===== config.mk =====
export PLATFORM = sky130hd
export DESIGN_NAME = resamp_out_fifo
export DESIGN_NICKNAME = d
export VERILOG_FILES = /design/src/rtl/resamp_out_fifo.sv
export SDC_FILE = /design/constraint.sdc
export NUM_CORES = 1
export LEC_CHECK = 0
export CORE_ASPECT_RATIO = 0.6
export CORE_MARGIN = 10
export CORE_UTILIZATION = 49
export DETAILED_ROUTE_END_ITERATION = 8
export GPL_ROUTABILITY_DRIVEN = 0
export PLACE_DENSITY = 0.71
export SYNTH_ARGS = -nofsm -noshare
export SYNTH_HDL_FRONTEND = slang
export SYNTH_SLANG_ARGS = --single-unit

===== constraint.sdc =====
create_clock -name clk -period 3.5 [get_ports clk]
set_input_delay 0.35 -clock clk [delete_from_list [all_inputs] [get_ports clk]]
set_output_delay 0.35 -clock clk [all_outputs]
set_load 0.005 [all_outputs]

===== src/rtl/resamp_out_fifo.sv =====
// Output FIFO after the Farrow rate changer: first-word fall-through queue with
// valid/ready read side, fill level, and sticky overflow with saturating drop count.
module resamp_out_fifo #(
    parameter int W     = 9,
    parameter int DEPTH = 8,
    parameter int AW    = 3
) (
    input  logic                clk,
    input  logic                reset,
    input  logic signed [W-1:0] x_in,
    input  logic                x_stb,
    output logic signed [W-1:0] y_out,
    output logic                y_valid,
    input  logic                y_ready,
    output logic [AW:0]         level,
    output logic                full,
    output logic                empty,
    output logic                ovf,
    output logic [7:0]          drop_cnt,
    input  logic                clr_ovf
);

    localparam logic [AW:0] LP_FULL = (AW+1)'(DEPTH);

    logic signed [W-1:0] r_mem [DEPTH];
    logic [AW-1:0]       r_wr_ptr;
    logic [AW-1:0]       r_rd_ptr;
    logic [AW:0]         r_level;
    logic                r_ovf;
    logic [7:0]          r_drop_cnt;

    logic w_full;
    logic w_empty;
    logic w_rd;
    logic w_wr;
    logic w_drop;

    always_comb begin
        w_full  = (r_level == LP_FULL);
        w_empty = (r_level == '0);
        w_rd    = !w_empty && y_ready;
        // a read in the same cycle frees the slot, so a full buffer can still accept
        w_wr    = x_stb && (!w_full || w_rd);
        w_drop  = x_stb && w_full && !w_rd;
    end

    always_ff @(posedge clk) begin
        if (!reset && w_wr) begin
            r_mem[r_wr_ptr] <= x_in;
        end
    end

    always_ff @(posedge clk) begin
        if (reset) begin
            r_wr_ptr <= '0;
            r_rd_ptr <= '0;
            r_level  <= '0;
        end else begin
            if (w_wr) begin
                r_wr_ptr <= r_wr_ptr + AW'(1);
            end
            if (w_rd) begin
                r_rd_ptr <= r_rd_ptr + AW'(1);
            end
            case ({w_wr, w_rd})
                2'b10:   r_level <= r_level + (AW+1)'(1);
                2'b01:   r_level <= r_level - (AW+1)'(1);
                default: r_level <= r_level;
            endcase
        end
    end

    always_ff @(posedge clk) begin
        if (reset) begin
            r_ovf      <= 1'b0;
            r_drop_cnt <= '0;
        end else if (clr_ovf) begin
            // a drop coinciding with the clear is counted after the clear
            r_ovf      <= w_drop;
            r_drop_cnt <= w_drop ? 8'd1 : 8'd0;
        end else if (w_drop) begin
            r_ovf <= 1'b1;
            if (r_drop_cnt != 8'hFF) begin
                r_drop_cnt <= r_drop_cnt + 8'd1;
            end
        end
    end

    always_comb begin
        y_out    = w_empty ? '0 : r_mem[r_rd_ptr];
        y_valid  = !w_empty;
        level    = r_level;
        full     = w_full;
        empty    = w_empty;
        ovf      = r_ovf;
        drop_cnt = r_drop_cnt;
    end

endmodule


After elaboration in Yosys (flattened, before gate mapping). Memory sizes are Yosys's and may differ from the RTL's. A register that Yosys moved wholly into a read port is not among the register bits. Index checks and enable logic that the tools add are counted.

Register bits after elaboration: 19. Bits in latches: 0. Bits in writable memories: 72. Bits in read-only memories: 0. Output and inout port bits: 25. Word-level logic and storage cells: 42. Memories: 1.

Add/subtract/negate cells: 5. Multiply operators: 0. Divide/modulo/power cells: 0. Magnitude comparators: 0. Eq/ne operators: 4. Shift operators: 0. Multiplexer cells: 12. Bitwise gates (word level): 0. Reductions and logical operators: 15.

Memories: r_mem (words 8, bits a word 9, read ports 1, clocked after Yosys merged registers in 1, write ports 1, RTL line 25) `logic signed [W-1:0] r_mem [DEPTH];`.

Operators with widths (number): two-way mux 8 bit (3); two-way mux 9 bit (1); adder 8 x 1 -> 8 bit (second input constant) (1); inequality test 8 bit (second input constant) (1); case mux 4 bit (2 select lines) (1); adder 3 x 1 -> 3 bit (second input constant) (2); two-way mux 3 bit (2); nonzero test 2 bit (3); logical AND 1 bit (5); two-way mux 1 bit (5); adder 4 x 1 -> 4 bit (second input constant) (1); equality test 4 bit (second input constant) (1); zero test 1 bit (4); zero test 4 bit (1); subtractor 4 x 1 -> 4 bit (second input constant) (1); equality test 2 x 1 -> 1 bit (second input constant) (1); equality test 2 bit (second input constant) (1); AND reduction 2 bit (1); logical OR 1 bit (1).

Longest topological paths before layout. Gate-level depths: netlist of the first run.

Word-level depth: 8. Depth in mapped cells: 11. Gate-level depth less buffers: 9.

Least setup slack after synthesis of the first run. OpenSTA, ideal clock, no wires.

Kind: reg2reg. Start point: register r_level[0], in the netlist level[0]. End point: register r_level[3], in the netlist level[3]. Library setup time: 0.121 ns. Data arrival time: 2.769 ns. Required time: 3.379 ns. Setup slack: 0.610 ns. Stages on the path, launching flop included: 9. Path buffers: 2. Clock period less this slack: 2.890 ns. Cell sequence: dfxtp_1 -> or4_2 -> clkbuf_1 -> and2_1 -> clkbuf_1 -> ha_1 -> or3_2 -> o32ai_1 -> mux2_2.

Cells in the longest elaborated chain, start to end: 7.

RTL lines: start: declaration (RTL line 28) `logic [AW:0] r_level;`; start signal: assignment (RTL line 66) `2'b10: r_level <= r_level + (AW+1)'(1);`; start signal: assignment (RTL line 67) `2'b01: r_level <= r_level - (AW+1)'(1);`; start signal: assignment (RTL line 68) `default: r_level <= r_level;`; zero test 4 bit (*) (RTL line 40) `w_empty = (r_level == '0);`; zero test 1 bit (*); net y_valid (RTL line 13) `output logic y_valid,`; logical AND 1 bit (*) (RTL line 41) `w_rd = !w_empty && y_ready;`; net w_rd (RTL line 34) `logic w_rd;`; logical OR 1 bit (RTL line 43) `w_wr = x_stb && (!w_full || w_rd);`; logical AND 1 bit (RTL line 43); equality test 2 x 1 -> 1 bit or equality test 2 bit (tied branches) (RTL line 65) `case ({w_wr, w_rd})`; case mux 4 bit (2 select lines) or nonzero test 2 bit (tied branches).

The timed path passes the listed nets; every way through them passes the cells marked *. A chain may end at the register's enable or synchronous reset.

Final worst setup path of the first run.
Start point: register r_level[1], in the netlist level[1]. End point: register r_level[3], in the netlist level[3].

Cells in the longest elaborated chain, start to end: 7.

RTL lines (RTL line): zero test 4 bit (40); zero test 1 bit (41); logical AND 1 bit (41); logical OR 1 bit (43); logical AND 1 bit (43); equality test 2 x 1 -> 1 bit or equality test 2 bit (tied branches) (65); case mux 4 bit (2 select lines) or nonzero test 2 bit (tied branches).

Parallel ways exist; a longest one is shown, timed or not.

==> results.sh, run 1 <==
export IMPL_cell_types_with_the_largest_area_share_after_synthesis="sky130_fd_sc_hd__edfxtp_1 56%, sky130_fd_sc_hd__dfxtp_1 11%, sky130_fd_sc_hd__mux4_2 10%"
export IMPL_grt_start_max_net_pins=25
export IMPL_wl_um=7770
export IMPL_post_synth_most_frequent_cells="72 x sky130_fd_sc_hd__edfxtp_1, 23 x sky130_fd_sc_hd__nor2_1, 22 x sky130_fd_sc_hd__dfxtp_1"
export IMPL_netlist_top_cell_by_area="sky130_fd_sc_hd__edfxtp_1"
export IMPL_ctsRootBufferMaster="sky130_fd_sc_hd__clkbuf_16"
export IMPL_worst_ir_drop_vdd_mv=0.409
export IMPL_asyncSetResetFlopFracSynth_pct=0
export IMPL_via_count_of_the_first_global_routing_pass=2221
export IMPL_postCtsSetupBuffers=0
export IMPL_buffer_ports_inserted=38
export IMPL_crit_slowest_cell="sky130_fd_sc_hd__or4b_4"
export IMPL_crit_type="register to register"
export IMPL_timing_critical_path_buf_inv=0
export IMPL_dr_first_iter_drc_count=250
export IMPL_warnings_from_yosys=0
export IMPL_timing_rr_end="level[3]$_SDFFE_PP0P_"
export IMPL_multiInputGateArea_um2=1240
export IMPL_clock_sinks=94
export IMPL_setup_worst_path_end_class="register"
export IMPL_detail_route_antenna_nets=0
export IMPL_fp_dieArea_um2=12000
export IMPL_fmax_mhz=325
export IMPL_synth_most_common_cell="sky130_fd_sc_hd__edfxtp_1"
export IMPL_syn_area_per_cell_um2=16.0
export IMPL_dp_slack_ns=0.421
export IMPL_cp_slowest_stage_delay_ns=0.58
export IMPL_setup_violations_final=0
export IMPL_post_cts_resized=0
export IMPL_rsz0062_at_grt="false"
export IMPL_maxSlewViolCount=0
export IMPL_nNetsFinal=312
export IMPL_antenna_cells_inserted=0
export IMPL_final_setup_tns_ns=0
export IMPL_area_growth_synth_to_final_pct=22.3
export IMPL_grt_antenna_before_repair=0
export IMPL_worst_pin_slew_ns=0.666
export IMPL_number_of_synthesized_flops_with_an_enable_pin=72
export IMPL_aggregate_global_routing_overflow=0
export IMPL_fillers=572
export IMPL_latest_clock_arrival_within_the_worst_skew_pair_ns=0.34
export IMPL_clkSlewWorstSetupHoldPaths_ns=0.06
export IMPL_synthCells=241
export IMPL_worstPathCellList="or4b_4 -> o21ai_0 -> ha_1 -> or3_2 -> o32ai_1 -> mux2_2"
export IMPL_data_required_time_at_the_worst_endpoint_ns=3.73
export IMPL_worst_setup_path_endpoint="level[3]$_SDFFE_PP0P_"
export IMPL_num_vias=2219
export IMPL_post_dp_hpwl_um=5140
export IMPL_synth_area_um2=3860
export IMPL_avgViaCountPerCell=5.55
export IMPL_critical_path_top_delay_family="simple AND/OR/NAND/NOR gates"
export IMPL_worstRegToRegCells=6
export IMPL_floorplan_initialDensity_pct=51.9
export IMPL_cts_hold_fix_buffers=0
export IMPL_critPathLaunchType="register"
export IMPL_critical_path_peak_fanout=8
export IMPL_synth_main_ff_cell="sky130_fd_sc_hd__edfxtp_1"
export IMPL_die_y_um=88.8
export IMPL_drc=0
export IMPL_cap_violations=0
export IMPL_run_status="finished clean"
export IMPL_top_level_ports=39
export IMPL_final_setup_margin_ns=0.420
export IMPL_min_delay_path_class="register to register"
export IMPL_seqCellArea_um2=2600
export IMPL_finish_utilization_pct=63.5
export IMPL_final_period_minus_worst_setup_slack_ns=3.08
export IMPL_clk_path_buf_depth=2
export IMPL_synth_seq_cells=94
export IMPL_area_fraction_of_the_dominant_cell_type_after_synthesis_pct=56.0
export IMPL_clock_buffer_count_from_cts=9
export IMPL_critPathArrivalTime_ns=3.31
export IMPL_r2r_start="level[1]$_SDFFE_PP0P_"
export IMPL_worst_path_stages=6
export IMPL_std_cell_rows=24
export IMPL_mappedNetlistNets=261
export IMPL_grt_pass1_wl_um=12400
export IMPL_cts_htree_levels=3
export IMPL_drt_pre_antenna_iters=4
export IMPL_ys_seq_area_share_pct=67.4
export IMPL_power_density_nw_per_um2=629
export IMPL_layout_drive_gt1_share_pct=19.3
export IMPL_core_area_um2=7450
export IMPL_yosys_cell_types_count=48
export IMPL_fin_crit_sh_pct=88.0
export IMPL_wl_per_cell_um=19.4
export IMPL_start_point_of_the_critical_path="level[1]$_SDFFE_PP0P_"
export IMPL_die_width_um=135
export IMPL_finalHoldViolations=0
export IMPL_cts_tree="yes"
export IMPL_grt_use_total_pct=13.9
export IMPL_fin_worst_skew_ns=0.00349
export IMPL_timing_reg2reg_setup_slack_ns=0.42
export IMPL_power_leakage_nw=1.56
export IMPL_worst_slew_margin_rel_pct=55.6
[placed cells by master (no fill, tap or decap), types with 4 or more instances in the layout]
master                            count
sky130_fd_sc_hd__buf_4               11
sky130_fd_sc_hd__nand4_1              4
sky130_fd_sc_hd__clkdlybuf4s50_1     38
sky130_fd_sc_hd__nor2_1              23
sky130_fd_sc_hd__xor2_1               5
sky130_fd_sc_hd__nor2b_1              5
sky130_fd_sc_hd__mux2i_1             14
sky130_fd_sc_hd__ha_1                 6
sky130_fd_sc_hd__mux4_2              18
sky130_fd_sc_hd__clkbuf_16            9
sky130_fd_sc_hd__edfxtp_1            72
sky130_fd_sc_hd__nand3_1              5
sky130_fd_sc_hd__a21oi_1              8
sky130_fd_sc_hd__dfxtp_1             22
[how the worst min path moves through the flow]
| stage | from | to | slack [ns] | cells after the start |
|---|---|---|---|---|
| 6_report | ovf$_SDFFE_PP0P_ | ovf$_SDFFE_PP0P_ | 0.48 | 2 |
| 5_1_grt | ovf$_SDFFE_PP0P_ | ovf$_SDFFE_PP0P_ | 0.52 | 2 |
| 4_1_cts | ovf$_SDFFE_PP0P_ | ovf$_SDFFE_PP0P_ | 0.48 | 2 |
| 3_5_place_dp | ovf$_SDFFE_PP0P_ | ovf$_SDFFE_PP0P_ | 0.47 | 2 |
| 3_3_place_gp | ovf$_SDFFE_PP0P_ | ovf$_SDFFE_PP0P_ | 0.47 | 2 |
| 2_1_floorplan | x_in[0] | r_mem[0][0]$_DFFE_PP_ | 0.45 | 0 |
[logic make-up after synthesis]
family,synth area share (%)
adders and majority gates,1.94
xor gates and xnor gates,1.36
AOI/OAI and AO/OA,3.01
and+or+nand+nor,10.7
muxes,14.4
buffers and inverters,1.26
DFF,67.4
[power by group]
| group | internal, mW | switching [mW] |
|---|---|---|
| clock | 0.544 | 0.376 |
| combinational | 0.412 | 0.330 |
| sequential | 1.25 | 0.0583 |
| total | 2.21 | 0.764 |
[flip-flops by register name, summed over array words and instances (netlist names), named ones only]
register,flops
drop_cnt,8
level,4
ovf,1
r_mem,72
r_rd_ptr,3
r_wr_ptr,3
[worst reg2reg max path: stages, from the launching register on]
cell                      delay (ns)
sky130_fd_sc_hd__dfxtp_1        0.40
sky130_fd_sc_hd__or4b_4         0.58
sky130_fd_sc_hd__o21ai_0        0.53
sky130_fd_sc_hd__ha_1           0.42
sky130_fd_sc_hd__or3_2          0.49
sky130_fd_sc_hd__o32ai_1        0.18
sky130_fd_sc_hd__mux2_2         0.37
[metrics by stage]
stage | hold slack (ns) | power, mW | cell area [um^2] | cells
finish | 0.478 | 2.97 | 4730 | 400
detailed placement | 0.467 | 2.08 | 4450 | 385
global placement | 0.465 | 2.07 | 4450 | 385
global route | 0.516 | 3.13 | 4730 | 400
floorplan | 0.449 | 1.73 | 3860 | 241
CTS | 0.480 | 3.01 | 4730 | 400
[cell type report]
| cell class | count | area share [%] |
|---|---|---|
| sequential | 94 | 55.1 |
| clock buffer | 10 | 4.85 |
| tap | 104 | 2.75 |
| timing repair buffer | 49 | 9.80 |
| clock inverter | 5 | 1.09 |
| inverter | 3 | 0.265 |
| multi-input combinational | 135 | 26.2 |
[per-layer routing]
| layer | part of all wire [%] | GRT usage (%) |
|---|---|---|
| met1 | 48 | 18.2 |
| met2 | 46 | 20.6 |
| met3 | 5.4 | 5.20 |
| met4 | 1.3 | 5.31 |
| met5 | 0 | 0 |
Power figures use the tool's default switching activity.
==> run 2, diff against run 1 <==
--- a/config.mk
+++ b/config.mk
@@ -10,7 +10,7 @@
 export CORE_UTILIZATION = 49
 export DETAILED_ROUTE_END_ITERATION = 8
 export GPL_ROUTABILITY_DRIVEN = 0
-export PLACE_DENSITY = 0.71
+export PLACE_DENSITY_LB_ADDON = 0.1
 export SYNTH_ARGS = -nofsm -noshare
 export SYNTH_HDL_FRONTEND = slang
 export SYNTH_SLANG_ARGS = --single-unit
==> results.sh, run 2 (same netlist as run 1, synthesis figures left out) <==
export IMPL_run_status="finished clean"
export IMPL_crit_type="register to register"
export IMPL_layout_drive_gt1_share_pct=18.9
export IMPL_num_vias=2157
export IMPL_internal_power_mw=2.22
export IMPL_worst_ir_drop_vdd_mv=0.407
export IMPL_drt_pre_antenna_iters=4
export IMPL_whs_ns=0.477
export IMPL_power_density_nw_per_um2=625
export IMPL_die_y_um=88.8
export IMPL_latest_clock_arrival_within_the_worst_skew_pair_ns=0.34
export IMPL_clkSlewWorstSetupHoldPaths_ns=0.06
export IMPL_cap_violations=0
export IMPL_grt_antenna_before_repair=0
export IMPL_clock_sinks=94
export IMPL_cts_hold_fix_buffers=0
export IMPL_post_dp_hpwl_um=5000
export IMPL_wl_per_cell_um=18.2
export IMPL_fp_dieArea_um2=12000
export IMPL_setup_violations_final=0
export IMPL_final_setup_tns_ns=0
export IMPL_met3_usage_pct=5.20
export IMPL_std_cell_rows=24
export IMPL_crit_slowest_cell="sky130_fd_sc_hd__or4b_4"
export IMPL_min_delay_path_class="register to register"
export IMPL_wl_um=7290
export IMPL_grt_met1_usage_pct=16.7
export IMPL_critical_path_peak_fanout=8
export IMPL_max_flop_register="r_mem"
export IMPL_ctsRootBufferMaster="sky130_fd_sc_hd__clkbuf_16"
export IMPL_cp_slowest_stage_delay_ns=0.58
export IMPL_share_seq_of_total_power_pct=43.8
export IMPL_setup_worst_path_end_class="register"
export IMPL_post_cts_resized=0
export IMPL_rsz0062_at_grt="false"
export IMPL_data_required_time_at_the_worst_endpoint_ns=3.73
export IMPL_clk_path_buf_depth=2
export IMPL_comb_power_share_pct=25.1
export IMPL_worst_slew_margin_rel_pct=58.7
export IMPL_grt_start_max_net_pins=25
export IMPL_use_met2_pct=20.8
export IMPL_buffer_ports_inserted=38
export IMPL_finalHoldViolations=0
export IMPL_p_sw_share_pct=25.0
export IMPL_grt_use_total_pct=13.3
export IMPL_final_period_minus_worst_setup_slack_ns=3.01
export IMPL_cts_tree="yes"
export IMPL_dp_slack_ns=0.498
export IMPL_antenna_cells_inserted=0
export IMPL_fin_worst_skew_ns=0.00867
export IMPL_fmax_mhz=332
export IMPL_critical_path_top_delay_family="simple AND/OR/NAND/NOR gates"
export IMPL_power_leakage_nw=1.56
export IMPL_clock_buffer_count_from_cts=9
export IMPL_core_area_um2=7450
export IMPL_dr_first_iter_drc_count=119
export IMPL_drc=0
export IMPL_critPathArrivalTime_ns=3.24
export IMPL_timing_critical_path_buf_inv=0
export IMPL_avgViaCountPerCell=5.38
export IMPL_postCtsSetupBuffers=0
export IMPL_number_of_flip_flops_in_the_largest_register=72
export IMPL_top_level_ports=39
export IMPL_power_switching_mw=0.740
export IMPL_area_growth_synth_to_final_pct=22.5
export IMPL_cts_htree_levels=3
export IMPL_grt_pass1_wl_um=11800
export IMPL_maxSlewViolCount=0
export IMPL_fin_crit_sh_pct=86.0
export IMPL_worstPathCellList="or4b_4 -> o21ai_0 -> ha_1 -> or3_2 -> o32ai_1 -> mux2_2"
export IMPL_floorplan_initialDensity_pct=51.9
export IMPL_worst_pin_slew_ns=0.612
export IMPL_via_count_of_the_first_global_routing_pass=2227
export IMPL_grt_most_used_layer="met2"
export IMPL_die_width_um=135
export IMPL_clkPwrFrac_pct=31.1
export IMPL_critPathLaunchType="register"
export IMPL_detail_route_antenna_nets=0
export IMPL_nNetsFinal=312
export IMPL_layout_commonest_cell="sky130_fd_sc_hd__edfxtp_1"
export IMPL_final_setup_margin_ns=0.489
export IMPL_aggregate_global_routing_overflow=0
export IMPL_most_common_layout_cells="72 x sky130_fd_sc_hd__edfxtp_1, 38 x sky130_fd_sc_hd__clkdlybuf4s50_1, 23 x sky130_fd_sc_hd__nor2_1"
==> run 2: per-stage QoR <==
step	util (%)	power (mW)	instance area [um^2]	std cells
after detailed placement	59.7	2.08	4450	385
after floorplan	-	1.73	3860	241
final	63.6	2.96	4730	401
after CTS	63.6	3.01	4730	401
after global routing	63.6	3.12	4730	401
after global placement	59.7	2.07	4450	385
==> run 2: path summary, 6_finish.rpt <==
path	from	to	slack [ns]	cells after the start
worst min-delay path	ovf$_SDFFE_PP0P_	ovf$_SDFFE_PP0P_	0.48	2
worst max-delay path	level[1]$_SDFFE_PP0P_	level[3]$_SDFFE_PP0P_	0.49	6
worst max register to register	level[1]$_SDFFE_PP0P_	level[3]$_SDFFE_PP0P_	0.49	6
worst min register to register	ovf$_SDFFE_PP0P_	ovf$_SDFFE_PP0P_	0.48	2
==> run 2: per-layer routing <==
| metal | wire [um] | vias to the layer above |
|---|---|---|
| met5 | 0 | - |
| met4 | 83 | 0 |
| met3 | 364 | 7 |
| met2 | 3340 | 40 |
| met1 | 3500 | 1060 |
| li1 | - | 1050 |
==> run 2: power by group through the flow <==
stage	clock (mW)	combinational [mW]	sequential [mW]
floorplan	0	0.422	1.31
global placement	0	0.754	1.32
detailed placement	0	0.760	1.32
CTS	0.948	0.765	1.30
global route	0.991	0.825	1.30
finish	0.920	0.744	1.30
==> run 2: worst reg2reg max path, stage by stage, from the launching register on <==
cell,delay [ns]
sky130_fd_sc_hd__dfxtp_1,0.39
sky130_fd_sc_hd__or4b_4,0.58
sky130_fd_sc_hd__o21ai_0,0.52
sky130_fd_sc_hd__ha_1,0.42
sky130_fd_sc_hd__or3_2,0.49
sky130_fd_sc_hd__o32ai_1,0.14
sky130_fd_sc_hd__mux2_2,0.36
==> run 2: final cells by class <==
cell class / instances / area, um^2
flip-flops and latches: 94 / 2600
clock buffers: 13 / 240
well taps: 104 / 130
repair buffers: 49 / 463
inverters: 3 / 12.5
multi-input cells: 135 / 1240
clock inverters: 3 / 47.5
fillers: 571 / 2710
